File: src/rtl/sat_counter.sv
// Up-counter with synchronous clear that sticks at all-ones instead of wrapping.
module sat_counter #(
  parameter int unsigned W = 16
) (
  input  logic         clk,
  input  logic         rst,
  input  logic         clr,
  input  logic         inc,
  output logic [W-1:0] cnt,
  output logic [W-1:0] cnt_next_c
);

  always_comb begin
    cnt_next_c = cnt;
    if (clr) begin
      cnt_next_c = '0;
    end else if (inc && (cnt != '1)) begin
      cnt_next_c = cnt + W'(1);
    end
  end

  always_ff @(posedge clk) begin
    if (rst) begin
      cnt <= '0;
    end else begin
      cnt <= cnt_next_c;
    end
  end

endmodule

File: config.mk
export PLATFORM = sky130hd
export DESIGN_NAME = sat_counter
export DESIGN_NICKNAME = d
export VERILOG_FILES = /design/src/rtl/sat_counter.sv
export SDC_FILE = /design/constraint.sdc
export NUM_CORES = 1
export LEC_CHECK = 0
export CAP_MARGIN = 25
export CORE_MARGIN = 4
export CORE_UTILIZATION = 35
export DETAILED_ROUTE_END_ITERATION = 8
export PLACE_DENSITY = 0.76
export SLEW_MARGIN = 20
export SYNTH_ARGS = -nofsm -noshare
export SYNTH_HDL_FRONTEND = slang
export SYNTH_SLANG_ARGS = --single-unit
File: constraint.sdc
create_clock -name clk -period 1.65 [get_ports clk]
set_input_delay 0.2475 -clock clk [delete_from_list [all_inputs] [get_ports clk]]
set_output_delay 0.2475 -clock clk [all_outputs]
set_load 0.01 [all_outputs]
==> impl_metrics.csv <==
group,metric,value,unit
status,status,"finished, violations left",
status,violations,"setup timing",
floorplanning,die-area,3956,µm²
global_routing,grt_max_degree,13,
worst_setup_path,timing.rr.start,"cnt[1]$_SDFF_PP0_",
worst_setup_path,crit_path_max_incr_delay,0.38,ns
global_routing,grt_util_all_layers,0.2397,
yosys,yosysWarnings,0,
worst_setup_path,cp-start-kind,"flop",
route,routedWlPerCell,18.57,µm
clock_network,cts_tree,"done",
floorplanning,io_pins,36,
floorplanning,rows,19,
clock_network,clkSinkCount,16,
floorplanning,die_h,62.90,µm
power,power_density,312.4,nW/µm²
yosys,postSynthAreaPerCell,8.052,µm²
power,peakVddDrop,0.5101,mV
worst_setup_path,critPathCaptureType,"primary output",
cells_and_area,largest-register,"cnt",
timing,finalSetupViolCount,18,
yosys,synth_area,1055,µm²
route,finalWirelength,4848,µm
hold_path,holdCritStartpoint,"inc",
cells_and_area,layout-drive-gt1-share,0.6565,
global_routing,grt_pass1_vias,1549,
timing,max_freq,453.4,MHz
timing,finalHoldViolCount,0,
placement,io_buffer_count,35,
timing,fin_hold_ws,0.5947,ns
timing,min_period,2.205,ns
yosys,syn_nets,136,
clock_network,cts_max_level,1,
timing,worst_slack,-0.5554,ns
floorplanning,core,2829,µm²
timing,rsz0062_at_grt,"yes",
clock_network,cts_buffer_depth,2,
clock_network,root_buffer,"clkbuf_4",
worst_setup_path,crit_arrival,1.96,ns
yosys,ys_types,36,
route,vias_per_cell,5.678,
cells_and_area,n_antenna_cell,0,
route,num_vias,1482,
global_routing,overflow,0,
worst_setup_path,cp_cell_sequence,"ha_4, nand4_1, buf_6, buf_6, nor3_4, mux2i_2, nor2_1, buf_2",
timing,tightest_slew,0.3077,ns
hold_path,hp-class,"in -> reg",
timing,max-slew-margin-rel,0.7949,
placement,place.gp.congestion,0.8399,
cells_and_area,seq_area,355.3,µm²
cells_and_area,reg.largest.list,"cnt (16)",
cells_and_area,multi_input_area,994.7,µm²
job,cap_violations,0,
timing,drv_slew,0,
route,route.detailed.drc,0,
clock_network,clkTransAtPathRegs,0.11,ns
cells_and_area,final_nets,236,
worst_setup_path,cpMostUsedCell,"buf_6",
global_routing,grt_pass1_wl,7631,µm
power,cellLeakagePower,1.149,nW
clock_network,cts-buffers-inserted,3,
route,drtPass1Iterations,4,
placement,dp_hpwl,2803,µm
timing,final.setup_skew,0.01439,ns
clock_network,clock_latency,0.30,ns
worst_setup_path,worst-path-max-fanout,3,
worst_setup_path,worst_path_max_delay_cell,"dfxtp_4",
cells_and_area,largest_reg_flops,16,
cells_and_area,finish.utilization,0.8085,
yosys,yosysSeqAreaShare,0.3037,
worst_setup_path,crit_start,"cnt[1]$_SDFF_PP0_",
worst_setup_path,critPathRequiredTime,1.40,ns
cells_and_area,nFillCells,162,
yosys,ys_ff_latch,16,
route,final_antenna_net_count,0,
floorplanning,initial_utilization,0.3728,
yosys,netlist_instances,131,
route,drt_iter0_markers,59,
floorplanning,die_x,62.90,µm
cells_and_area,syn_to_final_growth,116.8,%
worst_setup_path,crit_type,"reg -> out",
timing,min_period_over_period,1.337,
global_routing,antenna_found_initial,0,
-- worst paths after layout --
path                                            to  slack, ns  depth (start not counted)
worst max-delay path                cnt_next_c[12]      -0.56                          8
worst min-delay path             cnt[3]$_SDFF_PP0_       0.59                          4
worst max register to register  cnt[12]$_SDFF_PP0_      -0.11                          8
worst min register to register   cnt[5]$_SDFF_PP0_       0.66                          3
-- cells by family after synthesis --
logic type,share of synthesized area
AND/OR/NAND/NOR,0.4330
AO/OA/AOI/OAI,0.1032
flip-flops,0.3037
multiplexers,0.1091
buffers and inverters,0.02253
XOR/XNOR,0.01661
adder cells (fa/ha/maj),0.01186
-- cells in the final DEF (no fill, tap or decap), types with 3 or more instances in the layout --
master           instances
buf_4                   50
nor2_1                  17
buf_6                   16
buf_2                   13
dfxtp_2                 10
nand2_1                  9
clkdlybuf4s50_1          9
dlymetal6s2s_1           8
nand3_1                  6
dfxtp_4                  6
nor3_4                   5
nor2_2                   5
a21oi_1                  5
a21oi_2                  4
or3_1                    4
nand4_1                  3
nor4_4                   3
mux2i_2                  3
mux2_4                   3
and4_1                   3
nor3_2                   3
mux2i_1                  3
clkbuf_4                 3
-- critical path, delay by kind of cell, from the launching register on --
family                   cells  cell delay (ns)
flip-flops                   1             0.38
adder cells (fa/ha/maj)      1             0.15
multiplexers                 1             0.29
buffers and inverters        3             0.45
AND/OR/NAND/NOR              3             0.38
-- routing by layer --
layer,track usage,vias up,wire [µm]
met5,0,-,0
met4,0.08264,0,163
met3,0.05396,14,256
met2,0.4150,67,2396
met1,0.2882,715,2031
li1,-,686,-
-- synth_stat cells --
| master | count | area share |
|---|---|---|
| nor2_1 | 23 | 0.082 |
| dfxtp_1 | 16 | 0.30 |
| nand2_1 | 10 | 0.036 |
| a21oi_1 | 9 | 0.043 |
| mux2i_1 | 7 | 0.066 |
| nand3_1 | 7 | 0.033 |
| nor3_1 | 7 | 0.033 |
| and4_1 | 5 | 0.042 |
| mux2_2 | 4 | 0.043 |
| o21ai_0 | 4 | 0.019 |
| or3_1 | 4 | 0.024 |
| clkbuf_1 | 3 | 0.011 |
| nand4_1 | 3 | 0.018 |
| nor4_1 | 3 | 0.018 |
| nand4_4 | 2 | 0.040 |
| nor2b_1 | 2 | 0.012 |
| nor3_2 | 2 | 0.019 |
| or3_2 | 2 | 0.014 |
| a211oi_1 | 1 | 0.0071 |
| a21o_1 | 1 | 0.0071 |
| and2_1 | 1 | 0.0059 |
| and3_1 | 1 | 0.0059 |
| buf_1 | 1 | 0.0036 |
| buf_2 | 1 | 0.0047 |
| ha_1 | 1 | 0.012 |
| inv_1 | 1 | 0.0036 |
| nand2b_1 | 1 | 0.0059 |
| nor4_2 | 1 | 0.012 |
| nor4_4 | 1 | 0.020 |
| o21ai_1 | 1 | 0.0047 |
| o31ai_1 | 1 | 0.0071 |
| o41ai_2 | 1 | 0.015 |
| or2_2 | 1 | 0.0059 |
| or4_1 | 1 | 0.0071 |
| xnor2_1 | 1 | 0.0083 |
| xor2_1 | 1 | 0.0083 |
-- layout make-up --
class	instances	share of cell area
repair buffers	100	0.3797
clock buffers	4	0.01149
inverters	1	0.001641
flip-flops and latches	16	0.1554
well taps	31	0.01696
multi-input cells	109	0.4349
-- what timing repair did --
action / CTS / global route
resized for setup: 105 / 41
buffers inserted: 20 / 13
setup endpoints to repair: 23 / 30
pin swaps: 18 / 15
gates cloned: 0 / 0
hold buffers: 0 / 0
hold endpoints to repair: 0 / 0
-- stage by stage --
stage          instances  total power, W  area [µm²]  setup WS [ns]  setup TNS [ns]
2_1_floorplan        131       0.0004259        1155       -0.02841         -0.1300
3_3_place_gp         237       0.0004687        1868        -0.9264          -14.21
3_5_place_dp         237       0.0004716        1868         -1.007          -15.81
4_1_cts              258       0.0007038        2135        -0.5772          -7.328
5_1_grt              261       0.0007531        2287        -0.6747          -9.642
6_report             261       0.0007145        2287        -0.5554          -7.527
-- power breakdown --
| group | internal [W] | switching [W] |
|---|---|---|
| Combinational | 0.0000532 | 0.0000479 |
| Sequential | 0.000379 | 0.00000186 |
| Clock | 0.0000939 | 0.000139 |
Power figures use the tool's default switching activity.
